--- src/rtl/arb_pkg.sv ---
// Shared types and default sizing for the data-RAM / VGA arbiter.
package arb_pkg;

  localparam int unsigned AW_DEF        = 10;
  localparam int unsigned DW_DEF        = 32;
  localparam int unsigned MAX_WAIT_DEF  = 4;
  localparam int unsigned BURST_LEN_DEF = 4;

  typedef enum logic {
    NORMAL,
    VGA_BURST
  } arb_state_t;

  typedef enum logic [1:0] {
    OWN_NONE,
    OWN_CPU,
    OWN_VGA
  } owner_t;

endpackage

--- src/rtl/arb_starve_ctr.sv ---
// Saturating count of contested cycles the VGA requester has lost.
module arb_starve_ctr #(
  parameter int unsigned MAX_WAIT = 4
) (
  input  logic clk,
  input  logic reset,
  input  logic inc,
  input  logic clr,
  output logic at_max
);

  localparam int unsigned CW = (MAX_WAIT > 0) ? $clog2(MAX_WAIT + 1) : 1;

  logic [CW-1:0] cnt_q;

  assign at_max = (cnt_q == CW'(MAX_WAIT));

  always_ff @(posedge clk or posedge reset) begin
    if (reset) begin
      cnt_q <= '0;
    end else if (clr) begin
      cnt_q <= '0;
    end else if (inc && !at_max) begin
      cnt_q <= cnt_q + CW'(1);
    end
  end

endmodule

--- src/rtl/dmem_vga_arbiter.sv ---
// Single-port data RAM arbiter: CPU has fixed priority, a starved VGA reader wins a short burst.
// Optional grant/starvation statistics counters are built when ARB_STATS_EN is defined.
module dmem_vga_arbiter
  import arb_pkg::*;
#(
  parameter int unsigned AW        = AW_DEF,
  parameter int unsigned DW        = DW_DEF,
  parameter int unsigned MAX_WAIT  = MAX_WAIT_DEF,
  parameter int unsigned BURST_LEN = BURST_LEN_DEF
) (
  input  logic          clk,
  input  logic          reset,
  input  logic          cpu_req,
  input  logic          cpu_we,
  input  logic [AW-1:0] cpu_addr,
  input  logic [DW-1:0] cpu_wdata,
  output logic          cpu_gnt,
  output logic          cpu_rvalid,
  output logic [DW-1:0] cpu_rdata,
  input  logic          vga_req,
  input  logic [AW-1:0] vga_addr,
  output logic          vga_gnt,
  output logic          vga_rvalid,
  output logic [DW-1:0] vga_rdata,
  output logic          mem_en,
  output logic          mem_we,
  output logic [AW-1:0] mem_addr,
  output logic [DW-1:0] mem_wdata,
  input  logic [DW-1:0] mem_rdata
`ifdef ARB_STATS_EN
  ,
  output logic [31:0]   cpu_gnt_cnt,
  output logic [31:0]   vga_gnt_cnt,
  output logic [15:0]   starve_cnt
`endif
);

  localparam int unsigned BW = (BURST_LEN > 1) ? $clog2(BURST_LEN) : 1;

  arb_state_t    state_q;
  logic [BW-1:0] burst_cnt_q;
  owner_t        owner_q;
  logic [DW-1:0] cpu_rdata_q;
  logic [DW-1:0] vga_rdata_q;
  logic          wait_max;
  logic          wait_inc;
  logic          starve_entry;

  // Grants are gated by reset so nothing reaches the RAM while reset is high.
  always_comb begin
    cpu_gnt = 1'b0;
    vga_gnt = 1'b0;
    if (!reset) begin
      case (state_q)
        NORMAL: begin
          if (cpu_req && vga_req) begin
            vga_gnt = wait_max;
            cpu_gnt = !wait_max;
          end else begin
            cpu_gnt = cpu_req;
            vga_gnt = vga_req;
          end
        end
        VGA_BURST: begin
          vga_gnt = vga_req;
          cpu_gnt = !vga_req && cpu_req;
        end
        default: ;
      endcase
    end
  end

  assign wait_inc     = (state_q == NORMAL) && cpu_gnt && vga_req;
  assign starve_entry = (state_q == NORMAL) && vga_gnt && cpu_req;

  arb_starve_ctr #(
    .MAX_WAIT(MAX_WAIT)
  ) u_starve (
    .clk   (clk),
    .reset (reset),
    .inc   (wait_inc),
    .clr   (vga_gnt),
    .at_max(wait_max)
  );

  always_comb begin
    mem_en    = cpu_gnt | vga_gnt;
    mem_we    = cpu_gnt & cpu_we;
    mem_addr  = '0;
    mem_wdata = '0;
    if (cpu_gnt) begin
      mem_addr  = cpu_addr;
      mem_wdata = cpu_wdata;
    end else if (vga_gnt) begin
      mem_addr = vga_addr;
    end
  end

  always_ff @(posedge clk or posedge reset) begin
    if (reset) begin
      state_q     <= NORMAL;
      burst_cnt_q <= '0;
      owner_q     <= OWN_NONE;
      cpu_rdata_q <= '0;
      vga_rdata_q <= '0;
    end else begin
      if (vga_gnt) begin
        owner_q <= OWN_VGA;
      end else if (cpu_gnt && !cpu_we) begin
        owner_q <= OWN_CPU;
      end else begin
        owner_q <= OWN_NONE;
      end
      if (owner_q == OWN_CPU) cpu_rdata_q <= mem_rdata;
      if (owner_q == OWN_VGA) vga_rdata_q <= mem_rdata;
      case (state_q)
        NORMAL: begin
          if (starve_entry && (BURST_LEN > 1)) begin
            state_q     <= VGA_BURST;
            burst_cnt_q <= BW'(BURST_LEN - 1);
          end
        end
        VGA_BURST: begin
          // The entry grant already counted, so leave on the grant that drains the count.
          if (vga_gnt && (burst_cnt_q > BW'(1))) begin
            burst_cnt_q <= burst_cnt_q - BW'(1);
          end else begin
            state_q     <= NORMAL;
            burst_cnt_q <= '0;
          end
        end
        default: state_q <= NORMAL;
      endcase
    end
  end

  assign cpu_rvalid = (owner_q == OWN_CPU);
  assign vga_rvalid = (owner_q == OWN_VGA);
  assign cpu_rdata  = cpu_rvalid ? mem_rdata : cpu_rdata_q;
  assign vga_rdata  = vga_rvalid ? mem_rdata : vga_rdata_q;

`ifdef ARB_STATS_EN
  always_ff @(posedge clk or posedge reset) begin
    if (reset) begin
      cpu_gnt_cnt <= '0;
      vga_gnt_cnt <= '0;
      starve_cnt  <= '0;
    end else begin
      if (cpu_gnt && (cpu_gnt_cnt != '1)) cpu_gnt_cnt <= cpu_gnt_cnt + 32'd1;
      if (vga_gnt && (vga_gnt_cnt != '1)) vga_gnt_cnt <= vga_gnt_cnt + 32'd1;
      if (starve_entry && (BURST_LEN > 1) && (starve_cnt != '1)) begin
        starve_cnt <= starve_cnt + 16'd1;
      end
    end
  end
`endif

endmodule

--- config.mk ---
export PLATFORM = sky130hd
export DESIGN_NAME = dmem_vga_arbiter
export DESIGN_NICKNAME = d
export VERILOG_FILES = /design/src/rtl/arb_pkg.sv /design/src/rtl/arb_starve_ctr.sv /design/src/rtl/dmem_vga_arbiter.sv
export SDC_FILE = /design/constraint.sdc
export NUM_CORES = 1
export LEC_CHECK = 0
export CAP_MARGIN = 20
export CORE_ASPECT_RATIO = 0.7
export CORE_MARGIN = 2
export CORE_UTILIZATION = 60
export DETAILED_ROUTE_END_ITERATION = 10
export DONT_BUFFER_PORTS = 1
export GPL_TIMING_DRIVEN = 0
export HOLD_SLACK_MARGIN = 0.05
export PLACE_DENSITY = 0.87
export SLEW_MARGIN = 20
export SYNTH_ARGS = -nofsm -noshare
export SYNTH_HDL_FRONTEND = slang
export SYNTH_SLANG_ARGS = --single-unit
export TNS_END_PERCENT = 1
--- constraint.sdc ---
create_clock -name clk -period 4.65 [get_ports clk]
set_input_delay 0.93 -clock clk [delete_from_list [all_inputs] [get_ports clk]]
set_output_delay 0.93 -clock clk [all_outputs]
set_load 0.02 [all_outputs]
==> summary.md <==
The all-layer global routing usage came out at 0.247. By area the synthesized netlist is led by sky130_fd_sc_hd__dfrtp_1, sky130_fd_sc_hd__mux2_2, sky130_fd_sc_hd__and2_1. 201 I/O pins were placed.

In the final routed layout, each cell accounts on average for 22.1 um. Synthesized instance count: 232. For this design the static power due to leakage is 1.53 nW.

The logs give 0.338 GHz for the highest attainable clock frequency and 0 for the total DRC errors in the routed layout. Number of I/O port buffers: 0. The number of placed instances, taps included, is 305. For the worst setup path, the data required time is 3720 ps.

The post-route non-filler standard cell count was 323. After the first detailed-routing iteration, the DRC count stood at 58. In this run the power density over the cells is 637 nW/um2. The mean instance size in the synthesized netlist came out at 13.6 um2. Synthesis produced a netlist with a net count of 324. The top fanout value on the critical path came out at 18.

The adder-cell area share of the yosys netlist was 0.0119. The area growth from synthesis to layout is 10.2%. The initial antenna violation count was 2. The logs give 0 for the final hold violation count and 5600 um for the half-perimeter wire length after detailed placement. The first-pass iteration count of the detailed router is 4, and the vertical extent of the die is 64.7 um. Counting cells, the worst reg-to-reg path comes to 4.

The first global-routing pass estimated 10,700 um of wire. The final period utilization was 0.637; the count of cell types in the netlist was 27. The xor/xnor cell area share of the yosys netlist works out to 0.

Entering global routing, the biggest net connects 57 pins. In this run the remaining antenna-violating nets after routing total 0. The tools report the count of endpoints failing setup in the final report as 0. The H-tree generated during clock tree synthesis spans 3 levels. The floorplan step defined a die boundary enclosing 5860 um2.

The flow ran to the end, and the final reports show no timing, DRC or antenna violations. The logs give 350 ps for the clock latency at the later pin of the worst-skew pair and 0 for the overflow left after global routing. By area, the combinational part of the netlist is dominated by multiplexers. The simple-gate share of the synthesized area is 0.104, and the detailed-route vias per instance is 5.91. Buffers inserted during clock tree synthesis total 9. The sum of buffers and inverters on the critical path was 3. Counting flops and latches in the post-synthesis netlist gives 72.

The proportion of synthesized area in mux cells works out to 0.228. The run gives 1,863 as the number of global-route vias before repair. The tools report the arrival time of data at the critical path endpoint as 2030 ps. TritonCTS built the clock tree.

No sink is reached through more buffers than the 2 on the longest clock path. For the pin with the worst max-slew slack, the measured transition is 364 ps. The kind of path behind the tightest hold check was in2async. Share of the synthesized area in compound gates (AO/OA/AOI/OAI): 0.0492. The slowest stage of the critical path is the sky130_fd_sc_hd__and2_1 cell. The critical path crosses 5 cells after its start point.

For the final cell utilization of the core, the log shows 0.675. Setup repair after global routing left no endpoint under its margin. Yosys printed 0 warnings. Clock tree synthesis selected as its root buffer the cell sky130_fd_sc_hd__clkbuf_8. The area share of the largest cell type after synthesis works out to 0.571. The biggest area contributor in the post-synthesis netlist is sky130_fd_sc_hd__dfrtp_1.

At the end of routability-driven placement, the weighted congestion stood at 0.807. In this run the horizontal extent of the chip is 90.7 um. The count of hold-fix buffers inserted at cts was 0. Among cell families on the critical path, the largest total delay comes from buffers and inverters.

For this design, the sink count on the clock tree is 72. The number of maximum-capacitance constraint violations is 0, and the number of core rows is 22. Sort of element at the end of the critical path: an output pin. The layout cell share with drive strength beyond 1 was 0.394; the count of cells resized by post-cts repair was 0. The starting utilization of the core area is 0.613, and the clock-pin transition on the worst setup and hold timing paths is 80 ps. The run gives 0.757 as the normalized max-slew margin. The worst setup path is launched from an input port. For the post-detailed-routing wire length, the log shows 7130 um. The maximum resistive drop on vdd is 0.382 mV. The run gives 7.69 ps as the worst clock skew on the final layout. Setup total negative slack on the finished layout was measured at 0 ps.

The net count reported at finish was 336; the number of vias in the routed layout was 1,909. The tools report the part of the Yosys area used for sequential elements as 0.571. The core region is 5150 um2.

In this run the cell area of the synthesized design comes to 3160 um2. The setup fix buffers added after clock tree synthesis was 0; the biggest cell delay along the critical path was 290 ps. The critical path in this run is classified as in2out. The signal on the critical path passes through inv_4 > and4_1 > buf_6 > buf_2 > and2_1.

The max-slew violation total from the final report is 0. Minimum clock period: 2960 ps.
==> path summary, 6_finish.rpt <==
kind	startpoint	to	slack, ps
setup / recovery	reset	mem_wdata[23]	1690
hold / removal	reset	vga_rdata_q[11]	390
setup reg to reg	owner_q[1]	cpu_rdata_q[28]	3090
hold reg to reg	u_starve.cnt_q[1]	u_starve.cnt_q[1]	590
max in group asynchronous	reset	cpu_rdata_q[22]	3720
min in group clk	u_starve.cnt_q[1]	u_starve.cnt_q[1]	590
==> cell usage in the layout, fill, tap and decap left out, types with 2 or more instances in the layout <==
cell                         count
sky130_fd_sc_hd__a22o_1         10
sky130_fd_sc_hd__and2_1         33
sky130_fd_sc_hd__and2b_1         2
sky130_fd_sc_hd__buf_2           9
sky130_fd_sc_hd__buf_6           3
sky130_fd_sc_hd__clkbuf_2        2
sky130_fd_sc_hd__clkbuf_8        9
sky130_fd_sc_hd__clkinvlp_4      2
sky130_fd_sc_hd__dfrtp_1        72
sky130_fd_sc_hd__diode_2         2
sky130_fd_sc_hd__ha_1            3
sky130_fd_sc_hd__inv_1           5
sky130_fd_sc_hd__mux2_2         64
sky130_fd_sc_hd__nand2_1         6
sky130_fd_sc_hd__nand2b_1        3
sky130_fd_sc_hd__nand4_1         2
sky130_fd_sc_hd__nor2b_1         4
==> metrics by stage <==
stage	setup slack, ps	cell area [um2]	total power, mW	hold WS [ps]
2_1_floorplan	271	3160	1.62	522
3_3_place_gp	-303	3250	1.70	562
3_5_place_dp	1670	3280	1.75	569
4_1_cts	1670	3470	2.23	382
5_1_grt	1560	3470	2.32	396
6_report	1690	3480	2.21	391
==> cells in the mapped netlist (all sizes together) <==
library cell and n:
a311o 1, nand2 6, clkbuf 2, mux2 64, and2b 2, nor3 1
dfrtp 72, a31o 1, inv 6, nor2b 4, o21ai 1, and2 33
nand2b 3, o311ai 1, a21oi 2, a22o 10, o22ai 1, a21o 1
or2 1, nand4 2, nand3 1, ha 3, buf 12, nor2 1
and4 1
==> flip-flops by register name (all words and copies together), names as in the netlist <==
register / flops
state_q: 1
owner_q: 2
burst_cnt_q: 2
u_starve.cnt_q: 3
cpu_rdata_q: 32
vga_rdata_q: 32
==> routing by layer <==
layer | up-vias | global-route usage | share of wire
met5 | - | 0 | 0
met4 | 0 | 0.0635 | 0.0056
met3 | 8 | 0.170 | 0.15
met2 | 119 | 0.348 | 0.44
met1 | 955 | 0.309 | 0.40
li1 | 827 | - | -
==> kinds of logic after synthesis <==
kind of cell	Yosys count
AOI/OAI and AO/OA	18
adders and majority gates	3
buffers and inverters	20
DFF	72
muxes	64
and+or+nand+nor	55
==> worst register-to-register path: cells and delay by family, from the launching register on <==
| kind | cells | cell delay [ps] |
|---|---|---|
| buffers and inverters | 2 | 490 |
| flip-flops | 1 | 380 |
| multiplexers | 1 | 450 |
| AND/OR/NAND/NOR | 1 | 90 |
==> layout make-up <==
| cell class | instances | area [um2] |
|---|---|---|
| clock inverter | 6 | 67.6 |
| timing repair buffer | 1 | 27.5 |
| buffer | 14 | 88.8 |
| inverter | 6 | 25.0 |
| fill | 393 | 1670 |
| multi-input combinational | 140 | 1240 |
| clock buffer | 10 | 128 |
| tap | 72 | 90.1 |
| sequential | 72 | 1800 |
| antenna | 2 | 5.00 |
==> where the power goes <==
group	internal [mW]	switching, mW	leakage [nW]
clock	0.249	0.233	0.0929
combinational	0.246	0.567	0.581
sequential	0.850	0.0663	0.854
Note: power is estimated with default switching activity, not from simulation.
